<file path="src/rtl/core_pkg.sv">
// ---------------------------------------------------------------------------
// core_pkg
// Shared encodings for the memory-access stage: load/store kind codes, the
// transaction FSM state type and a misalignment helper.
// ---------------------------------------------------------------------------
package core_pkg;

   // Load kinds (info_loadE). Bits [1:0] give the access size.
   localparam logic [2:0] LD_NONE = 3'b000;
   localparam logic [2:0] LD_LB   = 3'b001;
   localparam logic [2:0] LD_LH   = 3'b010;
   localparam logic [2:0] LD_LW   = 3'b011;
   localparam logic [2:0] LD_LBU  = 3'b101;
   localparam logic [2:0] LD_LHU  = 3'b110;

   // Store kinds (info_storeE). The code doubles as the access size.
   localparam logic [1:0] ST_NONE = 2'b00;
   localparam logic [1:0] ST_SB   = 2'b01;
   localparam logic [1:0] ST_SH   = 2'b10;
   localparam logic [1:0] ST_SW   = 2'b11;

   // Access size shared by both encodings: 01 byte, 10 half, 11 word.
   localparam logic [1:0] SZ_HALF = 2'b10;
   localparam logic [1:0] SZ_WORD = 2'b11;

   typedef enum logic {
      IDLE = 1'b0,   // no transaction outstanding
      WAIT = 1'b1    // request issued, ack not yet seen
   } state_t;

   // Halfwords need bit 0 clear, words need both low bits clear.
   function automatic logic is_misaligned(input logic [1:0] size,
                                          input logic [1:0] offset);
      return ((size == SZ_HALF) && offset[0]) ||
             ((size == SZ_WORD) && (offset != 2'b00));
   endfunction

endpackage

</file>
<file path="src/rtl/load_extend.sv">
// ---------------------------------------------------------------------------
// load_extend
// Selects the addressed lane of a read word and sign/zero-extends it.
//   i_rdata  : 32-bit word returned by data memory
//   i_offset : byte offset within the word (addr[1:0])
//   i_kind   : load kind (LD_* from core_pkg)
//   o_value  : extended 32-bit load result
// ---------------------------------------------------------------------------
module load_extend
   import core_pkg::*;
(
   input  logic [31:0] i_rdata,
   input  logic [1:0]  i_offset,
   input  logic [2:0]  i_kind,
   output logic [31:0] o_value
);

   logic [7:0]  w_byte;
   logic [15:0] w_half;

   always_comb begin
      case (i_offset)
         2'd0:    w_byte = i_rdata[7:0];
         2'd1:    w_byte = i_rdata[15:8];
         2'd2:    w_byte = i_rdata[23:16];
         default: w_byte = i_rdata[31:24];
      endcase
      // Halfword loads are aligned, so only offset bit 1 matters.
      w_half = i_offset[1] ? i_rdata[31:16] : i_rdata[15:0];
   end

   always_comb begin
      // NOTE: a default before the case keeps every path assigned, so no latch is inferred.
      o_value = '0;
      case (i_kind)
         LD_LB:   o_value = {{24{w_byte[7]}}, w_byte};
         LD_LBU:  o_value = {24'd0, w_byte};
         LD_LH:   o_value = {{16{w_half[15]}}, w_half};
         LD_LHU:  o_value = {16'd0, w_half};
         LD_LW:   o_value = i_rdata;
         default: o_value = '0;
      endcase
   end

endmodule

</file>
<file path="src/rtl/memory_access.sv">
// ---------------------------------------------------------------------------
// memory_access
// Memory stage of the RV32I pipeline. Issues req/ack transactions on the
// data-memory bus, steers store bytes onto lanes, extends load data and
// registers the writeback bundle. Stalls upstream while a transaction is open.
//   Execute bundle in : alu_result, rs2E, write_regE, info_loadE,
//                       info_storeE, dstreg_addrE
//   stall             : combinational upstream hold
//   Data-memory bus   : dmem_req/we/addr/wstrb/wdata out, dmem_ack/rdata in
//   Writeback out     : wb_data, write_regM, dstreg_addrM
//   misaligned        : one-cycle pulse on a misaligned access (no request)
// ---------------------------------------------------------------------------
module memory_access
   import core_pkg::*;
(
   input  logic        clk,
   input  logic        rst_n,
   input  logic [31:0] alu_result,
   input  logic [31:0] rs2E,
   input  logic        write_regE,
   input  logic [2:0]  info_loadE,
   input  logic [1:0]  info_storeE,
   input  logic [4:0]  dstreg_addrE,
   output logic        stall,
   output logic        dmem_req,
   output logic        dmem_we,
   output logic [31:0] dmem_addr,
   output logic [3:0]  dmem_wstrb,
   output logic [31:0] dmem_wdata,
   input  logic        dmem_ack,
   input  logic [31:0] dmem_rdata,
   output logic [31:0] wb_data,
   output logic        write_regM,
   output logic [4:0]  dstreg_addrM,
   output logic        misaligned
);

   state_t      r_state;
   state_t      w_state_nxt;
   logic        w_issue;
   logic        w_done;

   logic        w_is_store;
   logic        w_is_mem;
   logic        w_misal;
   logic [1:0]  w_size;
   logic [3:0]  w_wstrb;
   logic [31:0] w_wdata;
   logic [31:0] w_ld_value;

   // Fields latched at issue and consumed when the ack arrives.
   logic [1:0]  r_offset;
   logic [2:0]  r_ld_kind;
   logic        r_write;
   logic [4:0]  r_dst;

   // Decode: a store wins over a load when both are flagged.
   assign w_is_store = (info_storeE != ST_NONE);
   assign w_is_mem   = w_is_store || (info_loadE != LD_NONE);
   assign w_size     = w_is_store ? info_storeE : info_loadE[1:0];
   assign w_misal    = w_is_mem && is_misaligned(w_size, alu_result[1:0]);

   // Store lane steering; loads drive no strobes and zero data.
   always_comb begin
      w_wstrb = 4'b0000;
      w_wdata = '0;
      case (info_storeE)
         ST_SB: begin
            w_wstrb = 4'b0001 << alu_result[1:0];
            w_wdata = {4{rs2E[7:0]}};
         end
         ST_SH: begin
            w_wstrb = 4'b0011 << alu_result[1:0];
            w_wdata = {2{rs2E[15:0]}};
         end
         ST_SW: begin
            w_wstrb = 4'b1111;
            w_wdata = rs2E;
         end
         default: ;
      endcase
   end

   load_extend u_load_extend (
      .i_rdata  (dmem_rdata),
      .i_offset (r_offset),
      .i_kind   (r_ld_kind),
      .o_value  (w_ld_value)
   );

   // FSM next-state and stall.
   always_comb begin
      w_state_nxt = r_state;
      stall       = 1'b0;
      w_issue     = 1'b0;
      w_done      = 1'b0;
      case (r_state)
         IDLE: begin
            if (w_is_mem && !w_misal) begin
               stall       = 1'b1;
               w_issue     = 1'b1;
               w_state_nxt = WAIT;
            end
         end
         WAIT: begin
            stall = !dmem_ack;
            if (dmem_ack) begin
               w_done      = 1'b1;
               w_state_nxt = IDLE;
            end
         end
         default: w_state_nxt = IDLE;
      endcase
   end

   always_ff @(posedge clk or negedge rst_n) begin
      if (!rst_n) begin
         r_state <= IDLE;
      end else begin
         // NOTE: sequential state uses non-blocking assignments so every register samples pre-edge values.
         r_state <= w_state_nxt;
      end
   end

   // Bus request, latched context and writeback bundle.
   always_ff @(posedge clk or negedge rst_n) begin
      if (!rst_n) begin
         dmem_req     <= 1'b0;
         dmem_we      <= 1'b0;
         dmem_addr    <= '0;
         dmem_wstrb   <= '0;
         dmem_wdata   <= '0;
         r_offset     <= '0;
         r_ld_kind    <= LD_NONE;
         r_write      <= 1'b0;
         r_dst        <= '0;
         wb_data      <= '0;
         write_regM   <= 1'b0;
         dstreg_addrM <= '0;
         misaligned   <= 1'b0;
      end else begin
         // Pulse outputs; a WAIT cycle without ack leaves a bubble.
         write_regM <= 1'b0;
         misaligned <= 1'b0;

         if (w_issue) begin
            dmem_req   <= 1'b1;
            dmem_we    <= w_is_store;
            dmem_addr  <= {alu_result[31:2], 2'b00};
            dmem_wstrb <= w_wstrb;
            dmem_wdata <= w_wdata;
            r_offset   <= alu_result[1:0];
            r_ld_kind  <= w_is_store ? LD_NONE : info_loadE;
            r_write    <= write_regE;
            r_dst      <= dstreg_addrE;
         end else if (w_done) begin
            dmem_req <= 1'b0;
            // Request fields stay put; only loads write back.
            if (!dmem_we) begin
               wb_data      <= w_ld_value;
               write_regM   <= r_write;
               dstreg_addrM <= r_dst;
            end
         end else if (r_state == IDLE) begin
            if (w_misal) begin
               misaligned <= 1'b1;
            end else begin
               wb_data      <= alu_result;
               write_regM   <= write_regE;
               dstreg_addrM <= dstreg_addrE;
            end
         end
      end
   end

endmodule

</file>
<file path="config.mk">
export PLATFORM = sky130hd
export DESIGN_NAME = memory_access
export DESIGN_NICKNAME = d
export VERILOG_FILES = /design/src/rtl/core_pkg.sv /design/src/rtl/load_extend.sv /design/src/rtl/memory_access.sv
export SDC_FILE = /design/constraint.sdc
export NUM_CORES = 1
export LEC_CHECK = 0
export BUFFER_PORTS_ARGS = -buffer_cell sky130_fd_sc_hd__buf_2
export CAP_MARGIN = 20
export CORE_MARGIN = 2
export CORE_UTILIZATION = 35
export CTS_CLUSTER_SIZE = 25
export DETAILED_ROUTE_END_ITERATION = 16
export MAX_ROUTING_LAYER = met4
export RECOVER_POWER = 25
export SLEW_MARGIN = 20
export SYNTH_ARGS = -nofsm -noshare
export SYNTH_HDL_FRONTEND = slang
export SYNTH_SLANG_ARGS = --single-unit
</file>
<file path="constraint.sdc">
create_clock -name clk -period 8.02 [get_ports clk]
set_clock_uncertainty 0.05 [all_clocks]
set_input_delay 1.604 -clock clk [delete_from_list [all_inputs] [get_ports clk]]
set_output_delay 1.604 -clock clk [all_outputs]
set_load 0.02 [all_outputs]
</file>
==> results.sh <==
export IMPL_status="finished, violations left"
export IMPL_failed_checks="max-capacitance violations, max-slew violations"
export IMPL_gp_congestion=0.8511
export IMPL_ctsHoldBuffers=0
export IMPL_drt_pre_antenna_iters=7
export IMPL_cts_clk_slew_worst_paths_ns=0.06
export IMPL_synthFlopType="dfrtp_1"
export IMPL_die_area_um2=19540
export IMPL_vias=5469
export IMPL_clock_root_buffer="clkbuf_16"
export IMPL_maxCapViolCount=1
export IMPL_min_period_ns=5.385
export IMPL_syn_avg_cell_area_um2=10.95
export IMPL_overflow=0
export IMPL_tns_ns=0
export IMPL_maxSlewViolCount=58
export IMPL_drtIter0Drc=500
export IMPL_ff2ff_setup_slack_ns=5.18
export IMPL_finalHoldViolCount=0
export IMPL_ctsResizeCount=0
export IMPL_io_pins=220
export IMPL_worst_pin_slew_ns=3.173
export IMPL_clock_path_buffers=2
export IMPL_syn_inst=589
export IMPL_die_w_um=139.8
export IMPL_grt_max_degree=64
export IMPL_final_cells=1022
export IMPL_cts_setup_buffers=0
export IMPL_yosysWarningCount=0
export IMPL_critPathKind="input port to primary output"
export IMPL_critical_path_arrival_ns=3.73
export IMPL_layout_common_cells="buf_2 (186), dfrtp_1 (119), mux2_4 (66)"
export IMPL_setup_viol=0
export IMPL_layout_commonest_cell="buf_2"
export IMPL_rsz0062_at_grt="no"
export IMPL_tritoncts="done"
export IMPL_fp_dieH_um=139.8
export IMPL_ys_ff_latch=119
export IMPL_ys_types=49
export IMPL_async_flop_share_pct=100.0
export IMPL_core_area_um2=18020
export IMPL_worstPathMaxFanout=29
export IMPL_final_setup_worst_slack_ns=2.635
export IMPL_synth_area_um2=6452
export IMPL_drc=0
export IMPL_power_leakage_nw=3.871
export IMPL_num_nets_final=894
export IMPL_slew_headroom_pct=-111.6
export IMPL_holdWs_ns=0.4347
export IMPL_cts_sinks=119
export IMPL_p_total_mw=3.102
export IMPL_fin_util_pct=45.29
export IMPL_clkLatencyLatePin_ns=0.41
export IMPL_fmax_mhz=185.7
export IMPL_dp_hpwl_mm=14.27
export IMPL_routed_wl_mm=19.94
export IMPL_start_util_pct=35.80
export IMPL_viasPerCell=5.351
export IMPL_wire_per_inst_um=19.51
export IMPL_antenna_found_initial=0
export IMPL_port_buffers=217
export IMPL_grt_pass1_vias=5480
export IMPL_crit_path_start_kind="input port"
export IMPL_placed_cell_area_um2=7612
export IMPL_synth_edf_count=0
export IMPL_final_cell_area_um2=8163
export IMPL_min_period_over_period_pct=67.14
export IMPL_drive_gt1_share_pct=37.50
export IMPL_cp_required_ns=6.37
export IMPL_area_growth_pct=26.51
export IMPL_hold_class="flip-flop to flip-flop"
export IMPL_grt_usage_pct=20.87
export IMPL_end_kind="primary output"
export IMPL_yosysSeqAreaShare_pct=46.15
export IMPL_ir_worst_vdd_mv=0.1790
export IMPL_pre_cts_ws_ns=2.629
export IMPL_h_tree_depth=4
export IMPL_dp_cells=989
export IMPL_num_rows=49
export IMPL_power_density_nw_per_um2=380.0
export IMPL_cts_inserted_buffers=17
export IMPL_grt_pass1_wl_mm=31.01
export IMPL_ant_nets=0
-- synth_stat cells (2+ instances only) --
library cell | count | share of area (%)
dfrtp_1 | 119 | 46
mux2_4 | 66 | 15
nor2_1 | 62 | 3.6
a21oi_1 | 58 | 4.5
mux2i_1 | 37 | 5.7
clkbuf_1 | 31 | 1.8
nand2_1 | 30 | 1.7
o21ai_1 | 20 | 1.6
a211oi_1 | 17 | 2.0
a22oi_1 | 17 | 2.0
inv_1 | 16 | 0.93
or4_1 | 16 | 1.9
o2bb2ai_1 | 15 | 2.0
o22ai_1 | 13 | 1.3
buf_2 | 9 | 0.70
a222oi_1 | 8 | 1.2
buf_6 | 8 | 1.4
a31oi_1 | 5 | 0.48
ha_1 | 5 | 0.97
buf_4 | 3 | 0.35
nor2b_1 | 3 | 0.29
mux4_2 | 2 | 0.70
nand4_1 | 2 | 0.19
o32ai_1 | 2 | 0.27
-- state kept, by name (all words and copies together), names as in the netlist, 2 cells and up --
name	flops
r_ld_kind	3
dstreg_addrM	5
r_offset	2
wb_data	32
dmem_addr	30
dmem_wdata	32
r_dst	5
dmem_wstrb	4
-- power by group --
part           internal [mW]  switching (mW)
logic                  0.540           0.751
registers              0.851           0.192
clock network          0.468           0.299
total                   1.86            1.24
-- area by class of cell --
cell class | count | area (um2)
fill | 1755 | 9862
multi-input combinational | 402 | 3158
sequential | 119 | 2978
timing repair buffer | 222 | 1085
clock buffer | 18 | 439.2
tap | 229 | 286.5
clock inverter | 14 | 150.1
inverter | 17 | 63.81
antenna | 1 | 2.502
-- critical path, cell delays in order --
cell	delay [ns]
buf_2	0.19
inv_1	0.14
ha_1	0.32
mux2i_1	0.26
a211o_1	0.24
and3_4	0.57
o21bai_1	0.20
buf_2	0.19
-- cell families (layout without fill, tap and decap cells) --
kind of cell | count (synthesis) | after routing | share of synthesized area, %
compound gates | 167 | 167 | 16.85
simple gates | 122 | 122 | 8.707
flops | 119 | 119 | 46.15
mux | 106 | 106 | 21.97
buf+inv | 69 | 271 | 5.294
fa+ha+maj | 5 | 5 | 0.9696
other cells | 1 | 3 | 0.05812
-- per-layer routing --
metal / GRT usage (%) / vias up / part of all wire [%]
met2: 31.71 / 281 / 45
li1: - / 2544 / -
met4: 6.368 / 0 / 2.2
met3: 5.024 / 32 / 7.3
met1: 27.74 / 2612 / 46
met5: - / - / 0
-- final timing paths --
kind                                      from       endpoint  cells after the start
worst max-delay path            info_storeE[1]          stall                      8
worst min-delay path               wb_data[14]    wb_data[14]                      2
worst max register to register     r_offset[1]    wb_data[31]                      4
worst min register to register     wb_data[14]    wb_data[14]                      2
max in group asynchronous                rst_n     wb_data[6]                      2
min in group asynchronous                rst_n  dmem_addr[16]                      1
(Power assumes the default switching activity.)
